--- config.mk ---
export PLATFORM = sky130hd
export DESIGN_NAME = alu_arbiter
export DESIGN_NICKNAME = d
export VERILOG_FILES = /design/src/rtl/alu_arbiter.sv
export SDC_FILE = /design/constraint.sdc
export NUM_CORES = 1
export LEC_CHECK = 0
export ABC_AREA = 1
export CORE_UTILIZATION = 27
export DETAILED_ROUTE_END_ITERATION = 12
export MAX_ROUTING_LAYER = met4
export PLACE_DENSITY_LB_ADDON = 0.2
export SKIP_LAST_GASP = 1
export SLEW_MARGIN = 20
export SYNTH_ARGS = -nofsm -noshare
export SYNTH_HDL_FRONTEND = slang
export SYNTH_SLANG_ARGS = --single-unit
--- constraint.sdc ---
create_clock -name clk -period 1.1 [get_ports clk]
set_input_delay 0.22 -clock clk [delete_from_list [all_inputs] [get_ports clk]]
set_output_delay 0.22 -clock clk [all_outputs]
set_load 0.05 [all_outputs]
--- src/rtl/alu_arbiter.sv ---
// alu_arbiter: shares one external add/subtract datapath between two requesters.
// In IDLE it picks a winner. It uses round robin when both requesters ask at once.
// It latches the winner's operands and opcode onto the dp_* outputs, then captures
// dp_result and dp_carry one cycle later. The captured values go back to the
// winner with a one-cycle done pulse.
//
// Ports:
//   clk, rst_n          clock (rising edge), synchronous active-low reset
//   req[1:0]            level request per requester, held until its done bit
//   op[1:0]             per-requester opcode (0 = add, 1 = subtract)
//   a0, b0, a1, b1      requester operands (num1, num2)
//   gnt[1:0]            one-hot grant, held from latch until done
//   done[1:0]           one-cycle completion pulse to the granted requester
//   res, cout           captured datapath result and carry, held until next capture
//   busy                high whenever the sequencer is not idle
//   op_count            saturating count of completed operations
//   dp_num1, dp_num2    operands driven to the shared datapath
//   dp_sub              datapath select (0 = adder, 1 = subtractor)
//   dp_result, dp_carry combinational datapath outputs
module alu_arbiter #(
    parameter int unsigned N_WIDTH   = 4,
    parameter int unsigned CNT_WIDTH = 8
) (
    input  logic                 clk,
    input  logic                 rst_n,
    input  logic [1:0]           req,
    input  logic [1:0]           op,
    input  logic [N_WIDTH-1:0]   a0,
    input  logic [N_WIDTH-1:0]   b0,
    input  logic [N_WIDTH-1:0]   a1,
    input  logic [N_WIDTH-1:0]   b1,
    output logic [1:0]           gnt,
    output logic [1:0]           done,
    output logic [N_WIDTH-1:0]   res,
    output logic                 cout,
    output logic                 busy,
    output logic [CNT_WIDTH-1:0] op_count,
    output logic [N_WIDTH-1:0]   dp_num1,
    output logic [N_WIDTH-1:0]   dp_num2,
    output logic                 dp_sub,
    input  logic [N_WIDTH-1:0]   dp_result,
    input  logic                 dp_carry
);

    localparam logic [1:0] IDLE = 2'd0;
    localparam logic [1:0] EXEC = 2'd1;
    localparam logic [1:0] DONE = 2'd2;

    logic [1:0]           state,     state_nxt;
    logic                 last_win,  last_nxt;
    logic [1:0]           gnt_nxt;
    logic [1:0]           done_nxt;
    logic [N_WIDTH-1:0]   res_nxt;
    logic                 cout_nxt;
    logic                 busy_nxt;
    logic [CNT_WIDTH-1:0] count_nxt;
    logic [N_WIDTH-1:0]   num1_nxt;
    logic [N_WIDTH-1:0]   num2_nxt;
    logic                 sub_nxt;
    logic                 win;

    // Next-state and next-output logic; everything holds unless a state updates it.
    always_comb begin
        state_nxt = state;
        last_nxt  = last_win;
        gnt_nxt   = gnt;
        done_nxt  = 2'b00;
        res_nxt   = res;
        cout_nxt  = cout;
        busy_nxt  = busy;
        count_nxt = op_count;
        num1_nxt  = dp_num1;
        num2_nxt  = dp_num2;
        sub_nxt   = dp_sub;
        win       = 1'b0;

        case (state)
            IDLE: begin
                if (req != 2'b00) begin
                    // The last winner is only updated on ties. A lone request
                    // does not change whose turn the next tie is.
                    if (req == 2'b11) begin
                        win      = ~last_win;
                        last_nxt = ~last_win;
                    end else begin
                        win = req[1];
                    end
                    gnt_nxt   = win ? 2'b10 : 2'b01;
                    num1_nxt  = win ? a1 : a0;
                    num2_nxt  = win ? b1 : b0;
                    sub_nxt   = op[win];
                    busy_nxt  = 1'b1;
                    state_nxt = EXEC;
                end
            end
            EXEC: begin
                res_nxt   = dp_result;
                cout_nxt  = dp_carry;
                done_nxt  = gnt;
                state_nxt = DONE;
            end
            DONE: begin
                if (op_count != {CNT_WIDTH{1'b1}}) begin
                    count_nxt = op_count + CNT_WIDTH'(1);
                end
                gnt_nxt   = 2'b00;
                busy_nxt  = 1'b0;
                state_nxt = IDLE;
            end
            default: begin
                gnt_nxt   = 2'b00;
                busy_nxt  = 1'b0;
                state_nxt = IDLE;
            end
        endcase
    end

    // State and output registers.
    always_ff @(posedge clk) begin
        if (!rst_n) begin
            state    <= IDLE;
            last_win <= 1'b1;
            gnt      <= 2'b00;
            done     <= 2'b00;
            res      <= '0;
            cout     <= 1'b0;
            busy     <= 1'b0;
            op_count <= '0;
            dp_num1  <= '0;
            dp_num2  <= '0;
            dp_sub   <= 1'b0;
        end else begin
            state    <= state_nxt;
            last_win <= last_nxt;
            gnt      <= gnt_nxt;
            done     <= done_nxt;
            res      <= res_nxt;
            cout     <= cout_nxt;
            busy     <= busy_nxt;
            op_count <= count_nxt;
            dp_num1  <= num1_nxt;
            dp_num2  <= num2_nxt;
            dp_sub   <= sub_nxt;
        end
    end

endmodule

# Word-level counts from Yosys, hierarchy flattened
# Index checks and enable logic that the tools add are counted.
# word_totals
elab_cells,41
output_inout_bits,27
ff_bits,30
in_bits,27
# op_classes
reduce_logical,7
n_eq_ne,5
n_bitwise,2
n_mux,14
order_cmp,1
add_sub_neg,1
# ops
operator,n
$add A8 B1 Y8 const B,1
$mux W4,2
$ne A8 B8 Y1 const B,1
$pmux W2 S2,2
$reduce_and A2 Y1,4
$mux W1,6
$mux W2,3
$eq A2 B2 Y1 const B,2
$reduce_and A3 Y1,1
$eq A2 B1 Y1 const B,1
$logic_not A2 Y1,1
$lt A1 B2 Y1 const B,1
$ne A2 B2 Y1 const B,1
$not A1 Y1,2
$pmux W1 S2,1
$reduce_bool A2 Y1,1

# Depth between registers and ports, before layout
# Gate-level depths: netlist (run 1).
# logic_depth
ltp_word,7
depth_mapped,8
ltp_nobuf,7

# Worst setup path before layout (run 1)
# OpenSTA, ideal clock, no wires.
# synth_timing
kind,register to register
from,register op_count[0]
to,register op_count[4]
path_slack_ns,-0.514
path_stages_with_launch,8
arrival_time_ns,1.497
path_buffers,1
period_less_slack_ns,1.614
cell_sequence,dfxtp_1 ha_1 nand2_1 nor2_1 nand2_1 buf_6 a21oi_1 nor2_1
# synth_between
elab_chain_len,2
word_cells_on_any_way,3
cone_classes,add/sub (1); eq/ne (1); reduce/logical (1)
# synth_lines
element,line,source
"start, declared",37,"output logic [CNT_WIDTH-1:0] op_count,"
"start signal, assigned",140,op_count <= count_nxt;
branches (longest 2 deep; another with $add A8 B1 Y8),n/a,
# Several ways; the timed one is not identified.
# A chain may end at the register's enable or synchronous reset.

# Final worst setup path (run 1)
# Same ends and word-level chain as after synthesis.

==> results.md, run 1 <==
- Remaining antenna violation count: 0
- FMAX: 0.8665 GHz
- # DRC: 0
- Critical Path Source: op_count[0]
- GRT overflow: 0
- Bufs on Longest Clock Path: 2
- R2R cell count: 7
- Period utilization: 104.9%
- Avg Vias per Cell: 4.304
- Tot GR Track Use: 15.31%
- Final GP Congestion: 0.7828
- Worst vdd ir: 0.6017 mV
- Area Overhead vs Synth: 104.3%
- Initial Util: 28.11%
- Syn nets: 214
- First-pass GRT wire length: 5.968 mm
- Reg clk slew, reported paths: 0.07 ns
- Core area: 0.004755 sq mm
- Worst Skew: 0.004369 ns
- Ys Warns: 0
- Synthesized instance count: 186
- Vias in the first global route: 1351
- Post-placement cell area: 0.002410 sq mm
- Lkg Pwr: 0.001171 uW
- Clk Tree Root Cell: clkbuf_8
- Boundary Pins: 54
- Crit path DAT: 1.33 ns
- Die Ht: 72.35 um
- Setup tns final: -0.3263 ns
- Via count: 1472
- Yosys reg bits: 30
- Pre-CTS WS: -0.4236 ns
- Failing checks: setup timing
- Final hold vios: 0
- Startpoint Class: flop
- Crit Path Max Fanout: 2
- Post-synthesis sequential area ratio: 44.94%
- Starting DRT DRC Count: 63
- H-tree lvl count: 2
- Slew headroom: 83.91%
- Cts hold-fix bufs: 0
- First drt pass iteration count: 6
- Kind of critical path: reg -> reg
- Worst r2r dst: op_count[4]
- Die ar.: 0.005235 sq mm
- Worst flop-to-flop path startpoint: op_count[0]
- Required time of the critical path: 1.28 ns
- Final nets: 302
- Mean Syn Cell Area: 7.184 sq um
- Fin worst setup slack: -0.05409 ns
- Clock Sink Count: 30
- Layout cell share with drive strength beyond 1: 45.45%
- Total CTS buffers: 5
- Critical path endpoint: op_count[4]
- Die X: 72.35 um
- Post-route cell area: 0.002730 sq mm
- Status: finished, violations left
- Min Hold Slack: 0.5029 ns
- Port buffer count: 53
- Slew Viols, Final: 0
- Std-Cell Rows: 25
- Routed WL: 3.894 mm
- Most frequent cells in the layout: nand2_1 (32), buf_12 (27), clkdlybuf4s50_1 (24)
- Wire per inst: 11.39 um
- Most common cell after layout, fill and taps aside: nand2_1
- Synthesized area: 0.001336 sq mm
- Reg2reg setup slack: -0.05 ns
- Worst Tran Pin Value: 0.2412 ns
- RSZ-0062 raised after global routing: yes
- Hold/Removal Path Class: reg -> reg
- Max Cap Viol: 0
- CP Capture Type: flop
- Setup-failing EPs final: 11
- Post-route minimum period: 1.154 ns
- Fin util: 57.42%
- Ant diodes: 0
- Initial antenna violation count: 0
- Detail Placement HPWL: 2.630 mm
- Filler cells: 463
- Worst-skew pair later-pin latency: 0.28 ns
- CTS tree: built
- Distinct cells, synth: 22
- Largest net degree at the start of global routing: 20
- Power density cells: 1186 mW/mm^2
## area by class of cell
| class | count | area (sq um) | share of cell area (%) |
|---|---|---|---|
| multi-input cells | 133 | 774.5 | 28.37 |
| clock buffers | 8 | 110.1 | 4.033 |
| inverters | 22 | 82.58 | 3.025 |
| flip-flops and latches | 30 | 626.9 | 22.96 |
| well taps | 67 | 83.83 | 3.071 |
| repair buffers | 82 | 1052 | 38.54 |
## per-layer routing
| metal | GRT usage (%) | up-vias | share of wire (%) |
|---|---|---|---|
| met5 | - | - | 0 |
| met1 | 18.10 | 659 | 44 |
| met2 | 23.88 | 34 | 49 |
| met3 | 4.861 | 7 | 4.8 |
| met4 | 6.536 | 0 | 1.5 |
| li1 | - | 772 | - |
## worst min-delay path by stage
| stage | start | to | slack, ns | depth (start not counted) |
|---|---|---|---|---|
| global placement | dp_num1[2] | dp_num1[2] | 0.49 | 2 |
| floorplan | rst_n | op_count[2] | 0.33 | 2 |
| detailed placement | dp_num1[2] | dp_num1[2] | 0.50 | 2 |
| finish | dp_num1[2] | dp_num1[2] | 0.50 | 2 |
| CTS | req[0] | last_win | 0.47 | 4 |
| global route | dp_sub | dp_sub | 0.52 | 2 |
## cells in the mapped netlist, drive strengths merged
cell type,n,area share [%]
or2,9,4.2
buf,2,1.4
clkbuf,2,0.56
nor3,2,0.75
dfxtp,30,45
nor3b,1,0.56
nand2,43,13
o21ai,9,3.7
nor2,29,10
inv,22,6.2
nand3,17,6.4
ha,1,0.94
nand4,2,0.94
a21oi,17,6.6
## cell families (layout without fill, tap and decap cells)
family / after synthesis / after routing / share of synthesized area [%]
buffers and inverters: 26 / 112 / 8.146
and+or+nand+nor: 103 / 106 / 35.67
adders and majority gates: 1 / 1 / 0.9362
AOI/OAI and AO/OA: 26 / 26 / 10.30
DFF: 30 / 30 / 44.94
## flip-flops by register name, indices dropped and copies added (netlist names)
| signal | cells |
|---|---|
| busy | 1 |
| cout | 1 |
| done | 2 |
| dp_num1 | 4 |
| dp_num2 | 4 |
| dp_sub | 1 |
| gnt | 2 |
| last_win | 1 |
| op_count | 8 |
| res | 4 |
| state | 2 |
## per-stage QoR
step,cells,power (uW)
2_1_floorplan,186,1647
3_3_place_gp,325,2121
3_5_place_dp,325,2123
4_1_cts,334,3191
5_1_grt,342,3374
6_report,342,3237
## timing repair
| action | 4_1_cts | 5_1_grt |
|---|---|---|
| setup buffers | 1 | 5 |
| resized for setup | 11 | 35 |
| cloned | 1 | 3 |
| pin swaps | 8 | 13 |
| endpoints found under the setup margin | 32 | 31 |
## report_power, final
| group | switching [uW] | leakage (uW) | internal (uW) |
|---|---|---|---|
| Combinational | 482 | 0.000862 | 464 |
| Clock | 422 | 0.0000575 | 631 |
| Sequential | 82.9 | 0.000252 | 1150 |
| Total | 987 | 0.00117 | 2250 |
## worst max-delay path: stages (launching register included)
cell	delay, ns
dfxtp_4	0.36
ha_4	0.14
nand2_4	0.05
buf_6	0.11
nor2_2	0.13
nand2_1	0.10
o21ai_1	0.12
nor2_1	0.04
Power figures use the tool's default switching activity.
==> run 2: changes to the inputs <==
- clock period: 1.1 -> 1.35 ns (I/O delays scaled with it)
==> results.md, run 2 (synthesis gave the netlist of run 1 again) <==
- Max Cap Viol: 0 (unchanged)
- Core area: 0.004755 sq mm (unchanged)
- Cts hold-fix bufs: 0 (unchanged)
- WHS Path Cells: 2 (unchanged)
- Status: finished, final reports clean (was finished, violations left)
- Largest net degree at the start of global routing: 18 (was 20)
- Initial Util: 28.11% (unchanged)
- Via count: 1355 (was 1472)
- Placed insts: 316 (was 325)
- H-tree lvl count: 2 (unchanged)
- Starting DRT DRC Count: 46 (was 63)
- Required time of the critical path: 1.52 ns (was 1.28 ns)
- Post-route minimum period: 1.256 ns (was 1.154 ns)
- Power density cells: 1027 mW/mm^2 (was 1186 mW/mm^2)
- Area Overhead vs Synth: 84.46% (was 104.3%)
- Reg clk slew, reported paths: 0.06 ns (was 0.07 ns)
- RSZ-0062 raised after global routing: no (was yes)
- Tot GR Track Use: 14.57% (was 15.31%)
- Max reg flops: 8 (unchanged)
- Slew Viols, Final: 0 (unchanged)
- Layout cell share with drive strength beyond 1: 31.40% (was 45.45%)
- Filler cells: 481 (was 463)
- Remaining antenna violation count: 0 (unchanged)
- Die Ht: 72.35 um (unchanged)
- FMAX: 0.7959 GHz (was 0.8665 GHz)
- Detail Placement HPWL: 2.478 mm (was 2.630 mm)
- Worst Hold End: op_count[2] (was dp_num1[2])
- Final hold vios: 0 (unchanged)
- Die ar.: 0.005235 sq mm (unchanged)
- Most frequent cells in the layout: nand2_1 (38), buf_12 (28), nor2_1 (25), clkdlybuf4s50_1 (25), dfxtp_1 (22) (was nand2_1 (32), buf_12 (27), clkdlybuf4s50_1 (24))
- Lkg Pwr: 0.001051 uW (was 0.001171 uW)
- CP Capture Type: flop (unchanged)
- First drt pass iteration count: 4 (was 6)
- Crit Path Max Fanout: 9 (was 2)
- Post-CTS setup buffers: 0 (was 1)
- Wire per inst: 9.975 um (was 11.39 um)
- Total CTS buffers: 5 (unchanged)
- Slew headroom: 78.60% (was 83.91%)
- Ant diodes: 0 (unchanged)
- CTS tree: built (unchanged)
- Final nets: 285 (was 302)
- Setup tns final: 0 ns (was -0.3263 ns)
- Initial antenna violation count: 0 (unchanged)
- Kind of critical path: reg -> reg (unchanged)
- Worst Tran Pin Value: 0.3206 ns (was 0.2412 ns)
- Std-Cell Rows: 25 (unchanged)
- GRT overflow: 0 (unchanged)
- R2R cell count: 5 (was 7)
- Largest Register: op_count (unchanged)
- Setup-failing EPs final: 0 (was 11)
- Vias in the first global route: 1373 (was 1351)
- Worst-skew pair later-pin latency: 0.28 ns (about the same)
- Fin util: 51.84% (was 57.42%)
- Most common cell after layout, fill and taps aside: nand2_1 (unchanged)
- Worst vdd ir: 0.4631 mV (was 0.6017 mV)
- Clock Sink Count: 30 (unchanged)
- Routed WL: 3.242 mm (was 3.894 mm)
- Period utilization: 93.06% (was 104.9%)
- Reg2reg setup slack: 0.09 ns (was -0.05 ns)
- Hold Crit Start: op_count[2] (was dp_num1[2])
- Port buffer count: 53 (unchanged)
- Hold/Removal Path Class: reg -> reg (unchanged)
- Worst flop-to-flop path startpoint: state[1] (was op_count[0])
- Boundary Pins: 54 (unchanged)
- Crit path DAT: 1.42 ns (was 1.33 ns)
- First-pass GRT wire length: 5.747 mm (was 5.968 mm)
- Startpoint Class: flop (unchanged)
- Worst r2r dst: cout (was op_count[4])
- Post-Layout Cell Count: 325 (was 342)
- Clk Tree Root Cell: clkbuf_8 (unchanged)
- Avg Vias per Cell: 4.169 (was 4.304)
- Bufs on Longest Clock Path: 2 (unchanged)
- Final GP Congestion: 0.7669 (was 0.7828)
- Worst Skew: 0.003137 ns (was 0.004369 ns)
- Die X: 72.35 um (unchanged)
- # DRC: 0 (unchanged)
-- run 2: cell count changes in the layout (fill, tap and decap cells not counted), sizes merged --
cell           change
dlygate4sd2        -1
nand2              -2
clkdlybuf4s15      -1
dlymetal6s2s       +1
buf               -15
clkdlybuf4s50      +1
-- run 2: final cells by class --
cell class,instances,area (sq um),area share [%]
Multi-Input combinational cell,131,660.6,26.80
Clock buffer,8,101.3,4.112
Inverter,22,82.58,3.350
Timing Repair Buffer,67,920.9,37.36
Tap cell,67,83.83,3.401
Sequential cell,30,615.6,24.97
-- run 2: critical path, stage by stage (launching register included) --
cell and delay (ns):
dfxtp_1 0.51, inv_2 0.12, nand2_1 0.26, inv_2 0.11
nor2_1 0.10, nor2_1 0.06
-- run 2: worst max-delay path by stage --
stage / slack, ns / startpoint / depth (start not counted) / endpoint
floorplan: 0.05 / op_count[0] / 7 / op_count[4]
global placement: -0.20 / req[1] / 5 / dp_num1[0]
detailed placement: -0.25 / req[0] / 6 / dp_num2[2]
CTS: 0.05 / req[0] / 6 / dp_num2[2]
global route: 0.0003 / op_count[0] / 7 / op_count[4]
finish: 0.09 / state[1] / 5 / cout
-- run 2: what timing repair did --
action,CTS,global route
gates resized for setup,0,7
endpoints found under the hold margin,0,0
setup endpoints to repair,0,11
-- run 2: report_power, final --
part | switching (uW) | internal, uW
Clock | 327 | 477
Combinational | 360 | 361
Sequential | 63.4 | 943
-- run 2: through the flow --
step / setup slack (ns) / area [sq um] / total power [uW] / hold WS [ns]
finish: 0.09363 / 2465 / 2531 / 0.4877
floorplan: 0.05395 / 1351 / 1344 / 0.3856
CTS: 0.05034 / 2429 / 2549 / 0.4840
global route: 0.0002606 / 2465 / 2658 / 0.5216
global placement: -0.2036 / 2327 / 1731 / 0.4749
detailed placement: -0.2491 / 2327 / 1735 / 0.4741
-- run 2: layer usage --
layer / vias up / part of all wire, % / track usage [%]
met5: - / 0 / -
li1: 727 / - / -
met2: 42 / 46 / 23.57
met3: 6 / 6.7 / 5.000
met4: 0 / 1.7 / 6.100
met1: 580 / 46 / 16.37
